`src/rtl/bsg_mux_one_hot_rr_buffered.sv`:
```
// Arbitrating valid/ready mux: a one-hot grant (round-robin or external) loads one output
// register, giving one transfer per cycle, 1-cycle latency and a sticky multi-hot select error.
module bsg_mux_one_hot_rr_buffered #(
   parameter int width_p   = 8,  // every instantiation overrides this with its word width
   parameter int els_p     = 4,
   parameter int ext_sel_p = 0,
   localparam int tag_w_lp = (els_p > 1) ? $clog2(els_p) : 1
) (
   input  logic                            clk_i,
   input  logic                            reset_n_i,
   input  logic [els_p-1:0]                v_i,
   input  logic [els_p-1:0][width_p-1:0]   data_i,
   output logic [els_p-1:0]                ready_o,
   input  logic [els_p-1:0]                sel_one_hot_i,
   output logic                            v_o,
   output logic [width_p-1:0]              data_o,
   output logic [tag_w_lp-1:0]             tag_o,
   input  logic                            ready_i,
   output logic                            err_o
);

   logic [els_p-1:0]    rr_grant, ext_grant, grant;
   logic [tag_w_lp-1:0] rr_idx, ext_idx, grant_idx, scan_idx;
   logic                rr_found, sel_multi_hot, can_accept, load;

   logic                v_q, v_d;
   logic [width_p-1:0]  data_q, data_d;
   logic [tag_w_lp-1:0] tag_q, tag_d, last_q, last_d;
   logic                err_q, err_d;

   // Scan starts just after the last winner and wraps, so a waiting requester loses at most els_p-1 grants.
   // NOTE: combinational blocks use blocking '=' with a default for every output first, so no latch is inferred.
   always_comb begin
      rr_grant = '0;
      rr_idx   = '0;
      rr_found = 1'b0;
      scan_idx = '0;
      for (int k = 1; k <= els_p; k++) begin
         scan_idx = tag_w_lp'((int'(last_q) + k) % els_p);
         if (!rr_found && v_i[scan_idx]) begin
            rr_found           = 1'b1;
            rr_grant[scan_idx] = 1'b1;
            rr_idx             = scan_idx;
         end
      end
   end

   assign sel_multi_hot = |(sel_one_hot_i & (sel_one_hot_i - els_p'(1)));

   always_comb begin
      ext_grant = sel_multi_hot ? '0 : (sel_one_hot_i & v_i);
      ext_idx   = '0;
      for (int i = 0; i < els_p; i++) begin
         if (ext_grant[i]) ext_idx = tag_w_lp'(i);
      end
   end

   assign grant     = (ext_sel_p != 0) ? ext_grant : rr_grant;
   assign grant_idx = (ext_sel_p != 0) ? ext_idx   : rr_idx;

   // Nothing is offered to the inputs while reset is held.
   assign can_accept = reset_n_i & (~v_q | ready_i);
   assign load       = (|grant) & can_accept;
   assign ready_o    = grant & {els_p{can_accept}};

   always_comb begin
      v_d    = v_q;
      data_d = data_q;
      tag_d  = tag_q;
      last_d = last_q;
      err_d  = err_q | ((ext_sel_p != 0) & sel_multi_hot & (|v_i));
      if (load) begin
         v_d    = 1'b1;
         data_d = data_i[grant_idx];
         tag_d  = grant_idx;
         if (ext_sel_p == 0) last_d = grant_idx;
      end else if (ready_i) begin
         v_d = 1'b0;
      end
   end

   // NOTE: state registers use non-blocking '<=' and are all cleared by the async reset,
   // including the data word, so data_o reads 0 after reset.
   always_ff @(posedge clk_i or negedge reset_n_i) begin
      if (!reset_n_i) begin
         v_q    <= 1'b0;
         data_q <= '0;
         tag_q  <= '0;
         last_q <= tag_w_lp'(els_p - 1);
         err_q  <= 1'b0;
      end else begin
         v_q    <= v_d;
         data_q <= data_d;
         tag_q  <= tag_d;
         last_q <= last_d;
         err_q  <= err_d;
      end
   end

   assign v_o    = v_q;
   assign data_o = data_q;
   assign tag_o  = tag_q;
   assign err_o  = err_q;

endmodule

```
`config.mk`:
```
export PLATFORM = sky130hd
export DESIGN_NAME = bsg_mux_one_hot_rr_buffered
export DESIGN_NICKNAME = d
export VERILOG_FILES = /design/src/rtl/bsg_mux_one_hot_rr_buffered.sv
export SDC_FILE = /design/constraint.sdc
export NUM_CORES = 1
export LEC_CHECK = 0
export ABC_AREA = 1
export CORE_ASPECT_RATIO = 1.25
export CORE_UTILIZATION = 44
export DETAILED_ROUTE_END_ITERATION = 12
export GPL_ROUTABILITY_DRIVEN = 0
export HOLD_SLACK_MARGIN = 0.1
export MAX_ROUTING_LAYER = met4
export PLACE_DENSITY = 0.81
export SYNTH_ARGS = -nofsm -noshare
export SYNTH_HDL_FRONTEND = slang
export SYNTH_SLANG_ARGS = --single-unit
```
`constraint.sdc`:
```
create_clock -name clk_i -period 4.1 [get_ports clk_i]
set_clock_uncertainty 0.2 [all_clocks]
set_input_delay 1.23 -clock clk_i [delete_from_list [all_inputs] [get_ports clk_i]]
set_output_delay 1.23 -clock clk_i [all_outputs]
set_load 0.02 [all_outputs]
```
# After elaboration in Yosys (flattened, before gate mapping)
# Cells that the tools add are included.
[word_totals] regBits=13 inputBits=43 wordCells=68
[classes] add_sub_neg=4 n_lt_le_gt_ge=9 n_mux=31 n_bitwise=8 n_reduce_logical=12
[op_table] operator="$bmux 8 s2" count=1
[op_table] operator="$mux 4" count=4
[op_table] operator="$lt 2x3->1 const B" count=5
[op_table] operator="$mux 1" count=13
[op_table] operator="$or 4x4->4" count=3
[op_table] operator="$bmux 1 s2" count=4
[op_table] operator="$demux 1 s2" count=4
[op_table] operator="$ge 2x1->1 const B" count=4
[op_table] operator="$mux 2" count=4
[op_table] operator="$mux 8" count=1
[op_table] operator="$logic_and 1x1->1" count=7
[op_table] operator="$add 2x1->2 const B" count=2
[op_table] operator="$add 2x2->2 const B" count=2
[op_table] operator="$and 4x4->4" count=1
[op_table] operator="$reduce_or 4->1" count=1
[op_table] operator="$logic_not 1->1" count=3
[op_table] operator="$and 1x1->1" count=2
[op_table] operator="$reduce_bool 2->1" count=1
[op_table] operator="$not 1->1" count=1
[op_table] operator="$or 1x1->1" count=1

# Longest topological paths before layout
[logic_depth] word_depth=16 depth_mapped=17 depth_no_buf=15

# Worst setup path after synthesis
# Ideal clock, no wire load.
[synth_path] path_kind="in2out" from="input port v_i[0]" to="output port ready_o[1]" arrival_ps=2129 t_required_ps=2670 path_slack_ps=541 cell_stages=9 cell_sequence="nand2_1 -> nand2_4 -> nand2_4 -> nand2_4 -> nor2_8 -> nand4_1 -> nand3_1 -> nand2_1 -> inv_1"
[synth_between] elab_chain_cells=13 elab_cells_between_ends=25 classes_between="15 x mux; 4 x bitwise; 6 x reduce/logical"
[synth_lines] element="start, declared" line="11" rtl="input logic [els_p-1:0] v_i,"
[synth_lines] element="$bmux 1 s2" line="40" rtl="if (!rr_found && v_i[scan_idx]) begin"
[synth_lines] element="$mux 1 (not written as such)" line="40"
[synth_lines] element="$mux 1" line="40"
[synth_lines] element="$logic_not 1->1" line="40"
[synth_lines] element="$logic_and 1x1->1" line="40"
[synth_lines] element="$mux 1" line="40"
[synth_lines] element="$logic_not 1->1" line="40"
[synth_lines] element="$logic_and 1x1->1" line="40"
[synth_lines] element="$mux 1" line="40"
[synth_lines] element="$logic_not 1->1" line="40"
[synth_lines] element="$logic_and 1x1->1" line="40"
[synth_lines] element="$mux 4 (*)" line="40"
[synth_lines] element="$and 4x4->4 (*)" line="64" rtl="assign ready_o = grant & {els_p{can_accept}};"
[synth_lines] element="end, declared" line="13" rtl="output logic [els_p-1:0] ready_o,"
# Mark *: on every way between the ends. The rest lies on a longest branch, timed or not. The select of a mux whose other input is x is not followed.

# Worst setup path in the final report
[layout_path] from="input port v_i[0]" to="output port ready_o[0]"
# Same word-level chain as after synthesis.

==> results.yml <==
route:
  ant_nets: 0
  via_per_inst: 5.06
  met1_length_mm: 1.66
  wl_met2_mm: 2.09
  wl_per_cell_um: 11.8
  drt-initial-drc-count: 24
  routed_wl_mm: 3.95
  via_count: 1691
  drc: 0
  dr.max_layer_used: "met4"
  drt_pass1_iterations: 4
  route.met3.wl_um: 155
cts:
  ctsHtreeMaxLevel: 1
  cts_hold_buf: 0
  cts_tree: "yes"
  clk-insertion-delay-late_ps: 250
  worst_setup_hold_path_clk_slew_ps: 50
  cts_root_buffer: "clkbuf_8"
  cts_inserted_buffers: 3
  clock_sinks: 13
  clk_path_buf_depth: 2
synthesis:
  ys_warn_count: 0
  avgSynthCellArea_um2: 6.45
  yosysSeqAreaShare: 0.224
  ys_types: 30
  ys_seq_elements: 13
  netlist_instances: 227
  synth_nets: 278
  synth_area_um2: 1460
setup_path:
  reg2reg_to: "data_o[2]"
  cp.required_ps: 2670
  r2r_slack_ps: 1190
  r2r-start: "last_q[0]"
  critPathKind: "in -> out"
  arrival_ps: 2470
  reg2regPathDepth: 15
  startpoint_type: "input port"
  cp_max_fo: 7
  cp-end-kind: "primary output"
grt:
  globalRouteTotalUtil: 0.255
  grt_max_degree: 18
  grt_pass1_wl_mm: 6.64
  grt_pass1_vias: 1591
  overflow: 0
  antenna_found_initial: 0
final_layout:
  drive_gt1_frac: 0.222
  multi_input_area_um2: 1070
  fillerInstances: 292
  antenna_cells: 0
  mostFrequentLayoutCell: "nand2_1"
  area_delta_synth_final_pct: 50.4
  final_cell_mix: "nand2_1, clkdlybuf4s50_1, nand3_1"
  register_area_um2: 328
  nets: 349
sta:
  period_share: 0.952
  finalMaxSlewViolations: 0
  fin_crit_ps: 3900
  hold_violations: 0
  finalSetupViolations: 0
  worst_hold_slack_ps: 276
  rsz0062_at_grt: "false"
  max_freq_mhz: 256
floorplanning:
  num_rows: 23
  die-height_um: 66.5
  start_util: 0.458
  die-area_um2: 3560
  fp.coreArea_um2: 3190
  die_width_um: 53.6
  io-pin-count: 59
hold_path:
  whs_endpoint: "tag_o[1]"
  hp-start: "tag_o[1]"
  hold_path_depth: 2
  hp-class: "reg -> reg"
outcome:
  outcome: "completed"
place:
  portBuffers: 53
  hpwl_mm: 3.00
job:
  drv_cap: 0
==> state kept, by name, summed over array words and instances (netlist names) <==
register  cells
last_q        2
tag_o         2
v_o           1
data_o        8
==> final cells by class <==
class	instances	share of cell area
multi-input combinational	195	0.486
timing repair buffer	72	0.300
sequential	13	0.149
inverter	13	0.0233
tap	37	0.0210
clock buffer	4	0.0205
==> synthesized netlist by cell type (all sizes together) <==
| master | count | area share |
|---|---|---|
| inv | 13 | 0.035 |
| a21oi | 3 | 0.013 |
| ha | 8 | 0.068 |
| conb | 1 | 0.0026 |
| dfrtp | 11 | 0.19 |
| nand4 | 5 | 0.032 |
| dfstp | 2 | 0.036 |
| nor2 | 6 | 0.032 |
| buf | 6 | 0.037 |
| a21boi | 5 | 0.026 |
| nand3 | 32 | 0.12 |
| o21ai | 5 | 0.020 |
| nand2 | 129 | 0.38 |
| o21a | 1 | 0.0051 |
==> through the flow <==
step / setup TNS, ps / util / setup WS, ps / instances / instance area, um^2
2_1_floorplan: 0 / - / 541 / 227 / 1460
3_3_place_gp: -1770 / 0.667 / -464 / 330 / 2130
3_5_place_dp: -1820 / 0.667 / -472 / 330 / 2130
4_1_cts: 0 / 0.681 / 4.16 / 334 / 2180
5_1_grt: 0 / 0.689 / 107 / 334 / 2200
6_report: 0 / 0.689 / 198 / 334 / 2200
==> how the worst max path moves through the flow <==
stage	slack [ps]	cells after the start	end	startpoint
floorplan	540	9	ready_o[1]	v_i[0]
global placement	-460	13	ready_o[1]	v_i[0]
detailed placement	-470	13	ready_o[1]	v_i[0]
CTS	4	12	ready_o[2]	v_i[3]
global route	110	11	ready_o[0]	v_i[0]
finish	200	11	ready_o[0]	v_i[0]
==> worst max-delay path, cell delays in order <==
cell and delay [ps]:
dlygate4sd2_1 260, nand2_2 90, nand2_4 60, nand2_4 90
nand2_8 90, nor2_8 160, nand4_1 130, nand3_2 100
nand2_1 50, inv_1 50, buf_2 150
==> layer usage <==
layer | GRT usage | vias up
met3 | 0.0342 | 5
li1 | - | 862
met5 | - | -
met2 | 0.442 | 54
met1 | 0.301 | 770
met4 | 0.0691 | 0
==> logic make-up (layout without fill, tap and decap cells) <==
| logic type | after synthesis | in the layout | synth area share |
|---|---|---|---|
| DFF | 13 | 13 | 0.224 |
| other | 1 | 1 | 0.00256 |
| buffers and inverters | 19 | 89 | 0.0718 |
| adders and majority gates | 8 | 8 | 0.0684 |
| and+or+nand+nor | 172 | 172 | 0.570 |
| AOI/OAI and AO/OA | 14 | 14 | 0.0632 |
==> timing repair <==
item	CTS	global route
buffers inserted	0	0
gates cloned	0	0
setup endpoints to repair	4	4
endpoints found under the hold margin	0	0
pin swaps	2	3
resized for setup	24	9
Power is not shown: default switching activity piles up to over one toggle a cycle in this logic, so the estimate is an artifact.
